`src/rtl/thcomp_peak_detect.sv`:
```
// Threshold-compare / peak tracker: finds the first magnitude above a frozen threshold,
// follows the local maximum and writes a packed {detect, peak index} result word.
module thcomp_peak_detect #(
  parameter int MSB      = 15,
  parameter int PEAK_WIN = 8,
  parameter int TIMEOUT  = 4096
) (
  input  logic         clk,
  input  logic         rst,
  input  logic         start,
  input  logic         corr_valid,
  input  logic [MSB:0] corr_mag,
  input  logic [MSB:0] thcompregs_thcomp_reg_data_out1,
  output logic         thcomptop_thcompregs_we0,
  output logic [MSB:0] thcomptop_thcompregs_reg_data_in0,
  output logic [MSB:0] peak_mag,
  output logic         busy,
  output logic         done
);

  localparam int CW = MSB;
  localparam logic [CW-1:0] LAST_IDX = CW'(TIMEOUT - 1);

  typedef enum logic [1:0] {IDLE, SEARCH, TRACK, REPORT} state_t;

  state_t        state_q, state_d;
  logic [MSB:0]  th_q, th_d;
  logic [CW-1:0] cnt_q, cnt_d;
  logic [CW-1:0] run_q, run_d;
  logic [MSB:0]  pk_q, pk_d;
  logic [CW-1:0] pidx_q, pidx_d;
  logic [MSB:0]  res_q, res_d;
  logic [MSB:0]  pko_q, pko_d;
  logic          last, upd, close;

  always_comb begin
    state_d = state_q;
    th_d    = th_q;
    cnt_d   = cnt_q;
    run_d   = run_q;
    pk_d    = pk_q;
    pidx_d  = pidx_q;
    res_d   = res_q;
    pko_d   = pko_q;
    last    = (cnt_q == LAST_IDX);
    upd     = 1'b0;
    close   = 1'b0;
    case (state_q)
      IDLE: begin
        if (start) begin
          th_d    = thcompregs_thcomp_reg_data_out1;
          cnt_d   = '0;
          run_d   = '0;
          pk_d    = '0;
          pidx_d  = '0;
          state_d = SEARCH;
        end
      end
      SEARCH: begin
        if (corr_valid) begin
          if (corr_mag > th_q) begin
            pk_d   = corr_mag;
            pidx_d = cnt_q;
            run_d  = '0;
            // A crossing on the final allowed sample is still a detection.
            if (last) begin
              res_d   = {1'b1, cnt_q};
              pko_d   = corr_mag;
              state_d = REPORT;
            end else begin
              cnt_d   = cnt_q + 1'b1;
              state_d = TRACK;
            end
          end else if (last) begin
            res_d   = {1'b0, {CW{1'b1}}};
            pko_d   = '0;
            state_d = REPORT;
          end else begin
            cnt_d = cnt_q + 1'b1;
          end
        end
      end
      TRACK: begin
        if (corr_valid) begin
          upd = (corr_mag > pk_q);
          if (upd) begin
            pk_d   = corr_mag;
            pidx_d = cnt_q;
            run_d  = '0;
          end else begin
            run_d = run_q + 1'b1;
          end
          close = (!upd && (int'(run_q) + 1 >= PEAK_WIN - 1)) || last;
          if (close) begin
            res_d   = {1'b1, upd ? cnt_q : pidx_q};
            pko_d   = upd ? corr_mag : pk_q;
            state_d = REPORT;
          end else begin
            cnt_d = cnt_q + 1'b1;
          end
        end
      end
      REPORT: state_d = IDLE;
      default: state_d = IDLE;
    endcase
  end

  always_ff @(posedge clk) begin
    if (rst) begin
      state_q <= IDLE;
      th_q    <= '0;
      cnt_q   <= '0;
      run_q   <= '0;
      pk_q    <= '0;
      pidx_q  <= '0;
      res_q   <= '0;
      pko_q   <= '0;
    end else begin
      state_q <= state_d;
      th_q    <= th_d;
      cnt_q   <= cnt_d;
      run_q   <= run_d;
      pk_q    <= pk_d;
      pidx_q  <= pidx_d;
      res_q   <= res_d;
      pko_q   <= pko_d;
    end
  end

  assign thcomptop_thcompregs_we0          = (state_q == REPORT);
  assign done                              = (state_q == REPORT);
  assign busy                              = (state_q != IDLE);
  assign thcomptop_thcompregs_reg_data_in0 = res_q;
  assign peak_mag                          = pko_q;

endmodule

```
`config.mk`:
```
export PLATFORM = sky130hd
export DESIGN_NAME = thcomp_peak_detect
export DESIGN_NICKNAME = d
export VERILOG_FILES = /design/src/rtl/thcomp_peak_detect.sv
export SDC_FILE = /design/constraint.sdc
export NUM_CORES = 1
export LEC_CHECK = 0
export CELL_PAD_IN_SITES_DETAIL_PLACEMENT = 1
export CELL_PAD_IN_SITES_GLOBAL_PLACEMENT = 1
export CORE_MARGIN = 3
export CORE_UTILIZATION = 45
export DETAILED_ROUTE_END_ITERATION = 12
export GPL_TIMING_DRIVEN = 0
export MAX_ROUTING_LAYER = met4
export PLACE_DENSITY = 0.9
export SYNTH_ARGS = -nofsm -noshare
export SYNTH_HDL_FRONTEND = slang
export SYNTH_SLANG_ARGS = --single-unit
```
`constraint.sdc`:
```
create_clock -name clk -period 6.5 [get_ports clk]
set_clock_uncertainty 0.1 [all_clocks]
set_input_delay 1.3 -clock clk [delete_from_list [all_inputs] [get_ports clk]]
set_output_delay 1.3 -clock clk [all_outputs]
set_load 0.01 [all_outputs]
```
Word-level counts from Yosys, hierarchy flattened. Index checks and enable logic that the tools add are counted.

Bits in registers: 111. Input port bits: 36. Word-level logic and storage cells: 83. Output and inout bits: 35.

Muxes and demuxes: 44. Equal/unequal tests: 13. Add/subtract/negate cells: 3. Reductions and logical operators: 12. Order comparisons: 3.

Operator list (number): 16-bit 2-to-1 mux (17); 15-bit 2-to-1 mux (13); 15-bit one-hot mux with 3 select lines (3); 16-bit one-hot mux with 2 select lines (2); 16-bit one-hot mux with 3 select lines (1); 16-bit greater-than comparator (2); 15-bit by 1-bit adder with 15-bit output, second input constant (2); 15-bit by 1-bit adder with 16-bit output, second input constant (1); 16-bit by 3-bit greater-or-equal comparator with 1-bit output, second input constant (1); 2-bit != test, second input constant (8); 15-bit by 12-bit == test with 1-bit output, second input constant (1); 5-bit AND reduction (3); 2-bit 2-to-1 mux (6); 2-bit one-hot mux with 4 select lines (1); 6-bit AND reduction (1); 2-bit == test, second input constant (2); 2-bit nonzero test (2); 3-bit != test, second input constant (1); 3-bit nonzero test (1); 2-bit by 1-bit == test with 1-bit output, second input constant (1); 2-bit logical NOT (1); 2-bit AND reduction (1); 1-bit logical AND (1); 1-bit logical NOT (1); 2 further kinds (2).

Depth between registers and ports, before layout.
Word-level depth: 7. Gate-level depth with buffers: 11. Depth with buffers taken out: 9.

Least setup slack after synthesis. No wires, ideal clock.

Kind: input-to-reg. Start point: in corr_mag[1]. End point: reg pidx_q[0]. Library setup time: 0.060 ns. Path buffers: 1. Stages: 9. Data arrival time: 3.482 ns. Required time: 6.340 ns. Setup slack: 2.859 ns. Cell sequence: ha_1 -> nor2b_1 -> o211ai_1 -> a2111o_1 -> a31oi_1 -> a21oi_1 -> nor4_1 -> buf_2 -> a22o_1.

Longest elaborated chain between the ends: 4.

Ends and longest elaborated chain: from (decl) (RTL line 12) `input logic [MSB:0] corr_mag,`; 16-bit greater-than comparator (RTL line 85) `upd = (corr_mag > pk_q);`; 15-bit 2-to-1 mux (2 in a row); 15-bit one-hot mux with 3 select lines; to (signal assigned) (RTL line 124) `pidx_q <= pidx_d;`; to (decl) (RTL line 31) `logic [CW-1:0] pidx_q, pidx_d;`.

Parallel ways exist; a longest one is shown, timed or not. The select of a mux whose other input is x is not followed. A chain may end at the register's enable or synchronous reset.

Worst setup path in the final report.
Start point: in corr_mag[9]. End point: reg pko_q[11] (netlist: peak_mag[11]).

Longest elaborated chain between the ends: 6.

Ends and longest elaborated chain: 16-bit greater-than comparator (RTL line 85); 1-bit logical NOT (RTL line 93) `close = (!upd && (int'(run_q) + 1 >= PEAK_WIN - 1)) || last;`; 1-bit logical AND (RTL line 93); 1-bit logical OR (RTL line 93); 2-bit != test (no line); 5-bit AND reduction (no line); to (signal assigned) (RTL line 126) `pko_q <= pko_d;`; to (decl) (RTL line 33) `logic [MSB:0] pko_q, pko_d;`.

Parallel ways exist; a longest one is shown, timed or not. The select of a mux whose other input is x is not followed.

==> flow_metrics.tcl <==
set metrics [dict create \
    layout-drive-gt1-share_pct 5.217 \
    grt_pass1_wl_um 34290 \
    wl_per_cell_um 21.27 \
    placed_area_um2 6993 \
    setup-tns-final_ps 0 \
    drt-initial-drc-count 555 \
    grt_max_degree 21 \
    design.portCount 71 \
    grt_overflow_total 0 \
    startpoint "corr_mag[9]" \
    finalSetupViolations 0 \
    cts.htree.levels 3 \
    reg2reg_depth 10 \
    dp_hpwl_um 15190 \
    grt_antenna_before_repair 0 \
    rsz0062_at_grt "no" \
    holdBufCountCts 0 \
    ys_ff_latch 111 \
    initial_core_util_pct 47.01 \
    cts_setup_buffers 0 \
    critPathKind "primary input to flip-flop" \
    numCtsBuffers 9 \
    synth.avg_cell_area_um2 8.464 \
    cts.reportedPaths.clkPinSlew_ps 80 \
    synth_common_cells "111 x dfxtp_1, 79 x nand2_1, 69 x inv_1" \
    fin_nets 877 \
    power_density_nw_per_um2 276.9 \
    cts_root_buf "clkbuf_16" \
    drc 0 \
    ir_worst_vdd_v 0.0001349 \
    track_usage_pct 29.73 \
    startpoint_type "primary input" \
    finalWirelength_um 20780 \
    min_path_type "flip-flop to flip-flop" \
    syn_area_um2 6077 \
    first_pass_iters 5 \
    design_area_um2 7297 \
    synthCells 718 \
    grt_pass1_vias 6624 \
    path_delay_family "buffers and inverters" \
    vias 6188 \
    area_growth_pct 20.07 \
    crit_arrival_ps 5040 \
    die-area_um2 14940 \
    cp.depth 10 \
    timing.rr.start "pk_q[10]" \
    power.leakage_nw 2.721 \
    max_stage_delay_ps 630 \
    port_buffers 70 \
    clock_latency_ps 370 \
    num_antenna_cells 0 \
    gp_congestion 0.8560 \
    yosysTopAreaCell "dfxtp_1" \
    row_count 41 \
    synthMostInstantiatedCell "dfxtp_1" \
    cts_tree "done" \
    yosysTopAreaCellShare_pct 36.57 \
    synth_cell_types 70 \
    reg2reg_setup_slack_ps 2830 \
    synthesis.nets 795 \
    synth_edf_count 0 \
    synthTopCellsByArea "dfxtp_1 37%, ha_1 8.4%, a21oi_1 5.0%, nand2_1 4.9%, a22o_1 4.5%" \
    critical_path_required_ps 6720 \
    die_h_um 122.2 \
    cap_violations 0 \
    synth-async-reset-ratio_pct 0 \
    worst_pin_slew_ps 995.5 \
    fp.dieW_um 122.2 \
    postRouteAntennaNets 0 \
    timing.fmax_ghz 0.2074 \
    crit_slowest_cell "nor4_1" \
    cp_max_fo 10 \
    synth_seq_area_share_pct 36.57 \
    r2r-end "peak_mag[11]" \
    hold_viol 0 \
    timing.final.crit_share_pct 74.19 \
    clock-sinks 111 \
    cts-resized-gates 0 \
    crit_buf_inv 3 \
    crit_path_end_kind "flip-flop" \
    worstPathCellList "clkdlybuf4s50_1 -> ha_1 -> nand4_1 -> nor4_1 -> a32o_1 -> clkbuf_1 -> buf_1 -> nand2_1 -> o221ai_1 -> o211a_1" \
    crit_end "peak_mag[11]" \
    synthFlopType "dfxtp_1" \
    nFillCells 1576 \
    status "complete, no violations" \
    vias_per_cell 6.334 \
    finalMaxSlewViolations 0 \
    fp.coreArea_um2 12930 \
    whs_ps 364.9 \
    max_slew_margin_pct 33.02 \
    final.min_clock_period_ps 4823 \
    cts_buffer_depth 2 \
    synth-warning-count 0 \
]
-- worst register-to-register path, delay by kind of cell, from the launching register on --
family / cells / cell delay, ps
compound gates: 3 / 740
fa+ha+maj: 1 / 320
buf+inv: 3 / 1120
flops: 1 / 390
simple gates: 3 / 950
-- cells by family after synthesis --
group                    Yosys count  synth area share [%]
buffers and inverters            117                 7.762
flip-flops                       111                 36.57
AO/OA/AOI/OAI                    236                 28.62
XOR/XNOR                           6                0.8647
multiplexers                       4                0.6794
AND/OR/NAND/NOR                  202                 16.90
adder cells (fa/ha/maj)           42                 8.606
-- layout make-up --
type | instances | area, um^2 | share of cell area, %
tap | 172 | 215.2 | 2.949
sequential | 111 | 2222 | 30.45
buffer | 47 | 209.0 | 2.864
timing repair buffer | 71 | 708.2 | 9.705
inverter | 70 | 262.8 | 3.601
clock inverter | 6 | 57.56 | 0.7888
multi-input combinational | 490 | 3383 | 46.36
clock buffer | 10 | 239.0 | 3.275
-- where the power goes --
group / internal (W) / switching, W / total, W
Combinational: 0.000221 / 0.000472 / 0.000693
Clock: 0.000281 / 0.000292 / 0.000573
Sequential: 0.000718 / 0.0000362 / 0.000754
Total: 0.00122 / 0.000801 / 0.00202
-- layer usage --
metal	vias up	global-route usage, %	routed length [um]
met5	-	-	0
li1	2845	-	-
met1	3057	35.85	8576
met4	0	16.72	992
met2	222	48.27	10210
met3	64	3.641	1002
-- through the flow --
step / worst slack (ps) / utilization [%] / total power (W) / cells
final: 1677 / 56.45 / 0.002020 / 977
after global routing: 1495 / 56.45 / 0.002126 / 977
after CTS: 1842 / 56.39 / 0.002015 / 976
after detailed placement: 1529 / 54.09 / 0.001436 / 960
after global placement: 1618 / 54.09 / 0.001392 / 960
after floorplan: 2859 / - / 0.001205 / 718
-- layout by cell type, fill, tap and decap left out, types with 26 or more instances in the layout --
cell and instances:
o221ai_1 30, nand2_1 79, clkdlybuf4s50_1 70, nand4_1 31, ha_1 41, a21oi_1 61, inv_1 69, a22o_1 31
clkbuf_1 31, nor2_1 26, o21ai_0 36, dfxtp_1 111
-- how the worst min path moves through the flow --
stage                        start  depth (start not counted)       end
final                     th_q[10]                          2  th_q[10]
after CTS                 th_q[10]                          2  th_q[10]
after global routing       th_q[4]                          2   th_q[4]
after floorplan           th_q[10]                          2  th_q[10]
after global placement     th_q[7]                          2   th_q[7]
after detailed placement  th_q[10]                          2  th_q[10]
-- registers in the layout, indices dropped and copies added, names as in the netlist --
| register | flops |
|---|---|
| peak_mag | 16 |
| pk_q | 16 |
| th_q | 16 |
| thcomptop_thcompregs_reg_data_in0 | 16 |
| cnt_q | 15 |
| pidx_q | 15 |
| run_q | 15 |
| state_q | 2 |
Note: power is estimated with default switching activity, not from simulation.
